`src/rtl/program_loader.sv`:
```
// ---------------------------------------------------------------------------
// program_loader
//
// Boot-time loader placed in front of the single-cycle processor and its
// instruction memory. It takes a program as a byte stream and builds
// little-endian 32-bit words from it. Each word is written into
// instruction memory, and the loader checks an XOR checksum over all data
// bytes. The processor's start input goes high only after the load has
// been verified.
//
// Stream format: LEN[15:8], LEN[7:0], 4*LEN data bytes (each word LSB
// first), then one checksum byte (XOR of all data bytes).
//
// Ports:
//   clk        - system clock, rising edge
//   rst        - asynchronous active-low reset
//   byte_in    - incoming stream byte
//   byte_valid - byte_in valid this cycle
//   byte_ready - loader accepts a byte (transfer = byte_valid && byte_ready)
//   im_we      - instruction-memory write strobe, one cycle per word
//   im_addr    - instruction-memory byte address (word aligned)
//   im_wdata   - instruction word being written
//   start      - processor start, held high after a verified load
//   busy       - length accepted, load not yet verified or failed
//   done       - load verified (held)
//   error      - load rejected (held until reset)
// ---------------------------------------------------------------------------
module program_loader #(
  parameter int ADDR_W    = 10,
  parameter int MAX_WORDS = 256,
  parameter int BASE_ADDR = 0
) (
  input  logic              clk,
  input  logic              rst,
  input  logic [7:0]        byte_in,
  input  logic              byte_valid,
  output logic              byte_ready,
  output logic              im_we,
  output logic [ADDR_W-1:0] im_addr,
  output logic [31:0]       im_wdata,
  output logic              start,
  output logic              busy,
  output logic              done,
  output logic              error
);

  // Word counter must be able to reach MAX_WORDS without wrapping
  localparam int WC_W = $clog2(MAX_WORDS + 1);
  localparam logic [15:0]       MAX_LEN = 16'(MAX_WORDS);
  localparam logic [ADDR_W-1:0] BASE    = ADDR_W'(BASE_ADDR);

  localparam logic [2:0] LEN_HI = 3'd0;
  localparam logic [2:0] LEN_LO = 3'd1;
  localparam logic [2:0] DATA   = 3'd2;
  localparam logic [2:0] CHK    = 3'd3;
  localparam logic [2:0] RUN    = 3'd4;
  localparam logic [2:0] ERR    = 3'd5;

  logic [2:0]      state;
  logic            ready_en;
  logic [7:0]      len_hi;
  logic [15:0]     len;
  logic [1:0]      byte_cnt;
  logic [WC_W-1:0] word_cnt;
  logic [23:0]     word_buf;
  logic [7:0]      csum;

  logic        xfer;
  logic [15:0] new_len;

  // ready_en keeps byte_ready low until the first clock after reset release
  assign byte_ready = ready_en &&
                      (state == LEN_HI || state == LEN_LO ||
                       state == DATA   || state == CHK);
  assign busy  = (state == DATA) || (state == CHK);
  assign done  = (state == RUN);
  assign start = (state == RUN);
  assign error = (state == ERR);

  assign xfer    = byte_valid && byte_ready;
  assign new_len = {len_hi, byte_in};

  // Stream parser and word assembler. The 4th byte of the last word moves
  // the FSM straight to CHK, so a checksum byte that arrives during that
  // word's write cycle is already treated as the checksum. The write strobe
  // and the word counter are handled apart from the state so the pulse
  // finishes no matter which state follows.
  always_ff @(posedge clk or negedge rst) begin
    if (!rst) begin
      state    <= LEN_HI;
      ready_en <= 1'b0;
      len_hi   <= 8'h00;
      len      <= 16'h0000;
      byte_cnt <= 2'd0;
      word_cnt <= '0;
      word_buf <= 24'h000000;
      csum     <= 8'h00;
      im_we    <= 1'b0;
      im_addr  <= '0;
      im_wdata <= 32'h0000_0000;
    end else begin
      ready_en <= 1'b1;

      if (im_we) begin
        im_we    <= 1'b0;
        word_cnt <= word_cnt + 1'b1;
      end

      case (state)
        LEN_HI: begin
          if (xfer) begin
            len_hi <= byte_in;
            state  <= LEN_LO;
          end
        end
        LEN_LO: begin
          if (xfer) begin
            len <= new_len;
            if (new_len == 16'h0000 || new_len > MAX_LEN) state <= ERR;
            else                                         state <= DATA;
          end
        end
        DATA: begin
          if (xfer) begin
            csum     <= csum ^ byte_in;
            byte_cnt <= byte_cnt + 2'd1;
            case (byte_cnt)
              2'd0: word_buf[7:0]   <= byte_in;
              2'd1: word_buf[15:8]  <= byte_in;
              2'd2: word_buf[23:16] <= byte_in;
              default: begin
                im_we    <= 1'b1;
                im_wdata <= {byte_in, word_buf};
                im_addr  <= BASE + ADDR_W'({word_cnt, 2'b00});
                if (16'(word_cnt) == len - 16'd1) state <= CHK;
              end
            endcase
          end
        end
        CHK: begin
          if (xfer) state <= (byte_in == csum) ? RUN : ERR;
        end
        RUN, ERR: begin
        end
        default: state <= ERR;
      endcase
    end
  end

endmodule

```
`config.mk`:
```
export PLATFORM = sky130hd
export DESIGN_NAME = program_loader
export DESIGN_NICKNAME = d
export VERILOG_FILES = /design/src/rtl/program_loader.sv
export SDC_FILE = /design/constraint.sdc
export NUM_CORES = 1
export LEC_CHECK = 0
export ABC_AREA = 1
export CAP_MARGIN = 20
export CELL_PAD_IN_SITES_DETAIL_PLACEMENT = 0
export CELL_PAD_IN_SITES_GLOBAL_PLACEMENT = 1
export CORE_ASPECT_RATIO = 0.8
export CORE_MARGIN = 5
export CORE_UTILIZATION = 30
export CTS_CLUSTER_DIAMETER = 60
export DETAILED_ROUTE_END_ITERATION = 12
export GPL_TIMING_DRIVEN = 0
export PLACE_DENSITY_LB_ADDON = 0.1
export SETUP_SLACK_MARGIN = 0.05
export SLEW_MARGIN = 20
export SYNTH_ARGS = -nofsm -noshare
export SYNTH_HDL_FRONTEND = slang
export SYNTH_SLANG_ARGS = --single-unit
export TNS_END_PERCENT = 30
```
`constraint.sdc`:
```
create_clock -name clk -period 2.95 [get_ports clk]
set_input_delay 0.59 -clock clk [delete_from_list [all_inputs] [get_ports clk]]
set_output_delay 0.59 -clock clk [all_outputs]
set_load 0.01 [all_outputs]
```
Word-level counts from Yosys, hierarchy flattened
Cells that the tools add are included.
{"block": "op_classes", "bitwise": 3, "eq_ne": 15, "add_sub_neg": 3, "n_lt_le_gt_ge": 1, "n_mux": 12, "reduce_logical": 20}
{"cell": "3-bit two-way mux", "n": 7}
{"cell": "9-bit by 16-bit equality test with 1-bit output", "n": 1}
{"cell": "16-bit by 9-bit greater-than comparator with 1-bit output (second input constant)", "n": 1}
{"cell": "16-bit logical NOT", "n": 1}
{"cell": "16-bit by 1-bit subtractor with 16-bit output (second input constant)", "n": 1}
{"cell": "3-bit case mux with 5 select lines", "n": 1}
{"cell": "3-bit AND reduction", "n": 4}
{"cell": "2-bit != test (second input constant)", "n": 5}
{"cell": "9-bit by 1-bit adder with 9-bit output (second input constant)", "n": 1}
{"cell": "8-bit equality test", "n": 1}
{"cell": "8-bit bitwise XOR", "n": 1}
{"cell": "7-bit AND reduction", "n": 1}
{"cell": "3-bit by 2-bit equality test with 1-bit output (second input constant)", "n": 2}
{"cell": "3-bit equality test (second input constant)", "n": 2}
{"cell": "2-bit AND reduction", "n": 3}
{"cell": "1-bit logical OR", "n": 5}
{"cell": "1-bit two-way mux", "n": 4}
{"cell": "3-bit by 1-bit equality test with 1-bit output (second input constant)", "n": 1}
{"cell": "3-bit logical NOT", "n": 1}
{"cell": "3-bit OR reduction", "n": 1}
{"cell": "2-bit by 1-bit adder with 2-bit output (second input constant)", "n": 1}
{"cell": "2-bit by 1-bit equality test with 1-bit output (second input constant)", "n": 1}
{"cell": "2-bit equality test (second input constant)", "n": 1}
{"cell": "1-bit logical AND", "n": 2}
{"cell": "other kinds (4)", "n": 5}
{"block": "word_totals", "inputBits": 11, "regBits": 112, "output_inout_bits": 48}

Depth between registers and ports, before layout
Gate-level depths: netlist of the first run.
{"block": "depth", "ltp_word": 8, "ltp_mapped": 15, "ltp_nobuf": 15}

Least setup slack after synthesis of the first run
OpenSTA, ideal clock, no wires.
{"block": "synth_timing", "kind": "reg2reg", "startpoint": "register len[0]", "endpoint": "register state[1]", "setup_slack_ps": 1347, "t_required_ps": 2834, "setup_ps": 116, "path_stages_with_launch": 13, "period_less_slack_ps": 1603, "t_arrival_ps": 1486, "cell_sequence": "dfrtp_1 > inv_1 > ha_1 > nand2_1 > nor2_1 > inv_1 > nor2_1 > nor2_1 > xor2_1 > nand3_1 > nand2_2 > nand2_1 > nand2_1"}
{"block": "synth_via", "elab_chain_cells": 4}
{"element": "from (decl)", "line_no": "62", "rtl": "logic [15:0] len;"}
{"element": "from (signal assigned)", "line_no": "118", "rtl": "len <= new_len;"}
{"element": "16-bit by 1-bit subtractor with 16-bit output", "line_no": "135", "rtl": "if (16'(word_cnt) == len - 16'd1) state <= CHK;"}
{"element": "9-bit by 16-bit equality test with 1-bit output", "line_no": "135"}
{"element": "2-bit by 1-bit != test with 1-bit output (no line)"}
{"element": "7-bit AND reduction (no line)"}
{"element": "to (signal assigned)", "line_no": "141", "rtl": "if (xfer) state <= (byte_in == csum) ? RUN : ERR;"}
{"element": "to (decl)", "line_no": "59", "rtl": "logic [2:0] state;"}
No other way between the ends.
A chain may end at the register's enable or synchronous reset.

Worst setup path after layout of the first run
{"block": "layout_timing", "startpoint": "register state[2]", "endpoint": "output port start"}
{"block": "layout_via", "elab_chain_cells": 1}
{"element": "3-bit equality test", "line_no": "77", "rtl": "assign start = (state == RUN);"}
{"element": "to (decl)", "line_no": "41", "rtl": "output logic start,"}
No other way between the ends.

==> summary.md, run 1 <==
| Metric | Value |
|---|---|
| RSZ-0062 raised after global routing | `no` |
| Worst R2R Setup Slack | `about 910 ps` |
| Synth Register Bits | `112` |
| Vias in the first global route | `3,908` |
| Residual DRC | `0` |
| Leak | `3.03 nW` |
| Startpoint types | `flip-flop` |
| Worst r2r dst | `state[1]$_DFFE_PN0P_` |
| Height of the die | `126 um` |
| Die X | `155 um` |
| Kind of critical path | `reg -> out` |
| Area leader, netlist | `dfrtp_1` |
| Clock Tree Buf Depth | `2` |
| Crit path max fanout | `8` |
| Hpwl dp | `roughly 9500 um` |
| Max Freq | `0.428 GHz` |
| 1st-iter DRT viols | `191` |
| Postcts setup bufs | `0` |
| Routed Antenna Nets | `0` |
| Mapped Area | `about 5000 um2` |
| Commonest cells after routing, fill and taps aside | `nand2_1 (195), dfrtp_1 (112), o21ai_0 (56)` |
| # setup viols final | `0` |
| Grt ovf | `0` |
| Dpl ws | `537 ps` |
| Max cap viols | `0` |
| CP max stage cell | `clkdlybuf4s50_1` |
| Antenna violations before repair | `0` |
| DIE AREA | `19,500 um2` |
| Hold bufs inserted after CTS | `0` |
| PnR Total Power | `0.00299 W` |
| Max stage delay on crit path | `between 500 and 600 ps` |
| CORE AREA | `around 17,000 um2` |
| First-pass detailed-route iteration total | `4` |
| Hold Crit Class | `in -> async` |
| Wire per inst | `14.4 um` |
| TritonCTS clock tree | `yes` |
| Syn. warnings | `0` |
| Final Skew | `8.58 ps` |
| Top cells by area, synth | `dfrtp_1 (56%), nand2_1 (15%), o21ai_0 (5.6%)` |
| Crit path required time | `2360 ps` |
| CTS HTree Levels | `3` |
| Tmin final | `2340 ps` |
| Min setup slack post-route | `615 ps` |
| Vias | `approximately 4,000` |
| Post-Syn Area per Cell | `8.66 um2` |
| Clock Root Buffer | `clkbuf_16` |
| Final max-slew violation count | `0` |
| Num CTS Buffers | `9` |
| Worst Setup End Kind | `primary output` |
| Layout Nets | `668` |
| GRT Util Overall | `13.7%` |
| Most common cell after layout, fill and taps aside | `nand2_1` |
| Sequential-to-total area share from yosys stat | `a little under three fifths` |
| Fraction of layout cells with a size suffix above 1 | `8.54%` |
| Worst R2R Path Depth | `11` |
| Worst skew pair latency | `roughly 360 ps` |
| Final Hold Vio Count | `0` |
| Largest net degree at the start of global routing | `66` |
| IO buf count | `56` |
| # clock sinks | `112` |
| Synth unique cells | `28` |
| Layout overhead on the synthesized area | `23.9%` |
| Routed WL | `12,600 um` |
| Clock transition at path regs | `70 ps` |
| Share of the synthesized area in the top cell type | `55.6%` |
| Crit Reg-Reg Startpoint | `len[0]$_DFFE_PN0P_` |
| Starting Density | `roughly 31%` |
| Ant diodes | `0` |
| Synth Instances | `between 500 and 600` |
| Crit path arrival time | `1750 ps` |
| # IOs | `just under 60` |
| PD cells | `around 480 nW/um2` |
| Number of vias per cell | `approximately 4.4` |
| Final period util | `approximately four fifths` |
| Rows | `42` |
| CP Cell Sequence | `buf_6, inv_6, nor3_1, buf_4, clkdlybuf4s50_1` |
| Status | `finished, final reports clean` |
| Peak VDD IR | `around 0.00028 V` |
| GPL Wtd Cong | `0.836` |
| Global-route wire length before repair | `around 21,000 um` |
| Hold slack | `167 ps` |
| Post-CTS resize count | `0` |
==> where the power goes <==
part	internal [W]	total, W	switching, W
Clock	0.000781	0.00137	0.000588
Sequential	0.00153	0.00154	0.000000673
Combinational	0.0000213	0.0000823	0.0000610
Total	0.00234	0.00299	0.000650
==> state kept, by name (all words and copies together) (netlist names) <==
name and flops:
byte_cnt 2, csum 8, im_addr 8, im_wdata 32
im_we 1, len 16, len_hi 8, ready_en 1
state 3, word_buf 24, word_cnt 9
==> worst max path at each step <==
| stage | from | cells after the start | slack (ps) | endpoint |
|---|---|---|---|---|
| CTS | state[2]$_DFFE_PN0P_ | 5 | 570 | start |
| global route | state[2]$_DFFE_PN0P_ | 5 | 500 | start |
| floorplan | len[0]$_DFFE_PN0P_ | 12 | 1350 | state[1]$_DFFE_PN0P_ |
| finish | state[2]$_DFFE_PN0P_ | 5 | 610 | start |
| detailed placement | byte_in[7] | 9 | 540 | state[1]$_DFFE_PN0P_ |
| global placement | rst | 1 | -3350 | im_wdata[6]$_DFFE_PN0P_ |
==> worst max-delay path: cells and delay by family, from the launching register on <==
family	cells	cell delay, ps
simple gates	1	200
buf+inv	4	850
flops	1	340
==> through the flow <==
stage	instances	TNS [ps]	util, %	cell area [um2]
after floorplan	583	0	-	5040
after global placement	859	-373930	35.6	5880
after detailed placement	860	0	35.8	5910
after CTS	876	0	37.8	6240
after global routing	876	0	37.8	6240
final	876	0	37.8	6240
==> routing by layer <==
metal / track usage (%) / part of all wire [%] / vias to the layer above
li1: - / - / 1959
met1: 21.1 / 52 / 1853
met2: 19.3 / 41 / 75
met3: 3.40 / 5.2 / 8
met4: 3.12 / 0.99 / 0
met5: 0 / 0 / -
==> final cells by class <==
type	instances	area (um2)
Fill cell	1693	10300
Sequential cell	112	2800
Multi-Input combinational cell	396	1920
Timing Repair Buffer	57	589
Tap cell	220	275
Clock buffer	10	239
Inverter	55	211
Buffer	20	114
Clock inverter	6	97.6
==> cells in the mapped netlist <==
cell and count:
a21oi_1 6, buf_2 7, buf_4 4, buf_6 2, clkbuf_1 7, conb_1 2, dfrtp_1 112, ha_1 6
inv_1 52, inv_2 2, inv_6 1, mux2_2 8, nand2_1 195, nand2_2 8, nand3_1 15, nand3_4 1
nand4_1 7, nor2_1 46, nor2_2 2, nor2_4 1, nor2_8 1, nor3_1 5, nor3_2 1, nor4_1 4
o21ai_0 56, o21ai_1 10, xnor2_1 2, xor2_1 19
==> cell families after synthesis <==
| kind of cell | share of synthesized area (%) |
|---|---|
| and+or+nand+nor | 23.7 |
| muxes | 1.79 |
| adders and majority gates | 1.49 |
| buffers and inverters | 6.45 |
| AOI/OAI and AO/OA | 7.15 |
| DFF | 55.6 |
| xor gates and xnor gates | 3.65 |
| other | 0.149 |
Power figures use the tool's default switching activity.
==> inputs of run 2 (changes only) <==
clock period = 2 ns   (was 2.95 ns; I/O delays follow)
==> run 2 against run 1 <==
Clock skew fell by 0.53 ps. Final cell count increased by 0.23%. Clock power up 47%. Non-clock buffer count grew 2. Critical path type is now in -> reg. Critical endpoint is now state[1]$_DFFE_PN0P_.
==> summary.md, run 2 (synthesized netlist as in run 1, its figures left out) <==
| Metric | Value |
|---|---|
| Met1 GRT Util | `21.1% (+0.065 points)` |
| Hold Crit Class | `reg -> reg` |
| Final Hold Vio Count | `0 (unchanged)` |
| Max stage delay on crit path | `440 ps (-80 ps)` |
| RSZ-0062 raised after global routing | `no` |
| Worst skew pair latency | `360 ps (about the same)` |
| Ant diodes | `0 (unchanged)` |
| CP Cell Sequence | `clkdlybuf4s50_1, inv_1, nand4_1, nor2_1, xnor2_1, nand3_1, o21ai_0, nand2_1, nand2_1` |
| Final Skew | `8.04 ps (-0.532 ps)` |
| Global-route wire length before repair | `21,300 um (+0.36%)` |
| Rows | `42 (unchanged)` |
| # clock sinks | `112 (unchanged)` |
| Status | `finished, final reports clean` |
| Wire per inst | `14.4 um (+0.38%)` |
| Crit path max fanout | `7 (-1)` |
| Crit path arrival time | `2150 ps (+400 ps)` |
| Clock transition at path regs | `80 ps (about the same)` |
| CP most frequent cell | `nand2_1` |
| Largest regs | `im_wdata (32), word_buf (24), len (16)` |
| Fraction of layout cells with a size suffix above 1 | `10.9% (+2.4 points)` |
| Leak | `3.03 nW (+0.25%)` |
| CTS HTree Levels | `3 (unchanged)` |
| DIE AREA | `19,500 um2 (unchanged)` |
| PD cells | `700 nW/um2 (+46%)` |
| CP max stage cell | `clkdlybuf4s50_1` |
| Residual DRC | `0 (unchanged)` |
| Clock Tree Buf Depth | `2 (unchanged)` |
| Worst path top cell family by delay | `buffers and inverters` |
| Max Freq | `between 0.5 and 0.6 GHz` |
| Clock Root Buffer | `clkbuf_16` |
| Crit path required time | `2290 ps (-70 ps)` |
| Worst Path Buf+Inv | `2 (-2)` |
| Most common cell after layout, fill and taps aside | `nand2_1` |
| Met3 Resource Use GR | `3.40% (unchanged)` |
| Worst Setup End Kind | `flip-flop` |
| Hold slack | `480 ps (+314 ps)` |
| CORE AREA | `16,500 um2 (unchanged)` |
| # setup viols final | `0 (unchanged)` |
| Grt ovf | `0 (unchanged)` |
| DP Area | `5910 um2 (unchanged)` |
| Commonest cells after routing, fill and taps aside | `nand2_1 (194), dfrtp_1 (112), o21ai_0 (56)` |
| First-pass detailed-route iteration total | `4 (unchanged)` |
| Vias | `3,924 (+0.74%)` |
| Max reg flops | `32 (unchanged)` |
| Routed WL | `12,700 um (+0.61%)` |
| Num CTS Buffers | `9 (unchanged)` |
| Hpwl dp | `9450 um (unchanged)` |
| Filler cells | `1,688 (-0.30%)` |
| 1st-iter DRT viols | `196 (+2.6%)` |
| TritonCTS clock tree | `yes` |
| GPL Wtd Cong | `0.836 (unchanged)` |
| Antenna violations before repair | `0 (unchanged)` |
| Max cap viols | `0 (unchanged)` |
| Kind of critical path | `in -> reg` |
| Die X | `155 um (unchanged)` |
| Tmin final | `1860 ps` |
| GRT Util Overall | `13.7% (+0.044 points)` |
| Met2 Usage GRT | `19.3% (+0.077 points)` |
| GRT busiest layer | `met1` |
| Largest Register | `im_wdata` |
| Startpoint types | `input port` |
| Height of the die | `126 um (unchanged)` |
| Final period util | `92.8%` |
| Largest net degree at the start of global routing | `66 (unchanged)` |
| # IOs | `59 (unchanged)` |
| Routed Antenna Nets | `0 (unchanged)` |
| IO buf count | `56 (unchanged)` |
| Final max-slew violation count | `0 (unchanged)` |
| Vias in the first global route | `3,928 (+0.51%)` |
| Layout overhead on the synthesized area | `25.1%` |
| Peak VDD IR | `0.000412 V (+49%)` |
| Starting Density | `30.5% (unchanged)` |
| Layout Nets | `670 (+0.30%)` |
| Post-route cell area | `6310 um2 (+1.0%)` |
| Number of vias per cell | `4.47 (+0.52%)` |
[run 2: cell types whose count changed in the layout (fill, tap and decap cells not counted), moves of 2 or more]
| cell | change |
|---|---|
| nor2_1 | -5 |
| inv_2 | +5 |
| dlygate4sd2_1 | +5 |
| clkdlybuf4s50_1 | -5 |
| inv_1 | -6 |
| nor2_2 | +3 |
| nor2_4 | +2 |
[run 2: area by class of cell]
type | instances | area [um2] | area share, %
Tap cell | 220 | 275 | 4.36
Multi-Input combinational cell | 396 | 1960 | 31.1
Buffer | 20 | 114 | 1.81
Timing Repair Buffer | 59 | 601 | 9.52
Sequential cell | 112 | 2800 | 44.4
Inverter | 55 | 215 | 3.41
Clock buffer | 10 | 239 | 3.79
Clock inverter | 6 | 97.6 | 1.55
[run 2: through the flow]
stage / worst slack [ps] / total power [W] / TNS (ps) / cells / utilization (%)
6_report: 145 / 0.00441 / 0 / 878 / 38.2
5_1_grt: 49.7 / 0.00458 / 0 / 878 / 38.2
4_1_cts: 60.6 / 0.00448 / 0 / 877 / 37.9
3_5_place_dp: -223 / 0.00244 / -3820 / 860 / 35.8
3_3_place_gp: -4110 / 0.00243 / -461460 / 859 / 35.6
2_1_floorplan: 397 / 0.00233 / 0 / 583 / -
[run 2: path summary, 6_finish.rpt]
path / slack, ps / to / depth (start not counted) / start
hold reg to reg: 480 / im_wdata[6]$_DFFE_PN0P_ / 2 / im_wdata[6]$_DFFE_PN0P_
max in group asynchronous: 770 / im_wdata[0]$_DFFE_PN0P_ / 3 / rst
hold / removal: 480 / im_wdata[6]$_DFFE_PN0P_ / 2 / im_wdata[6]$_DFFE_PN0P_
min in group asynchronous: 540 / state[2]$_DFFE_PN0P_ / 2 / rst
setup reg to reg: 210 / state[1]$_DFFE_PN0P_ / 10 / len[4]$_DFFE_PN0P_
setup / recovery: 140 / state[1]$_DFFE_PN0P_ / 9 / byte_in[7]
[run 2: power breakdown]
part,switching (W),internal [W]
Clock,0.000873,0.00115
Sequential,0.000000992,0.00226
Combinational,0.0000913,0.0000330
[run 2: tightest hold or removal path: cells and delay by family (launching register included)]
family	cells	cell delay (ps)
DFF	1	350
and+or+nand+nor	2	100
[run 2: routing by layer]
metal | vias to the layer above | part of all wire [%]
met5 | - | 0
met4 | 0 | 1.0
met3 | 8 | 4.5
met2 | 72 | 42
met1 | 1879 | 53
li1 | 1965 | -
[run 2: what timing repair did]
action,4_1_cts,5_1_grt
resized for setup,9,14
hold endpoints to repair,26,0
pin swaps,0,4
setup endpoints to repair,8,3
buffers inserted,0,1
hold buffers,1,0
==> inputs of run 3 (changes only) <==
HOLD_SLACK_MARGIN = 0.12   (was not set)
==> results of run 3 <==
No change in the layout: final DEF, timing and power equal those of run 2.
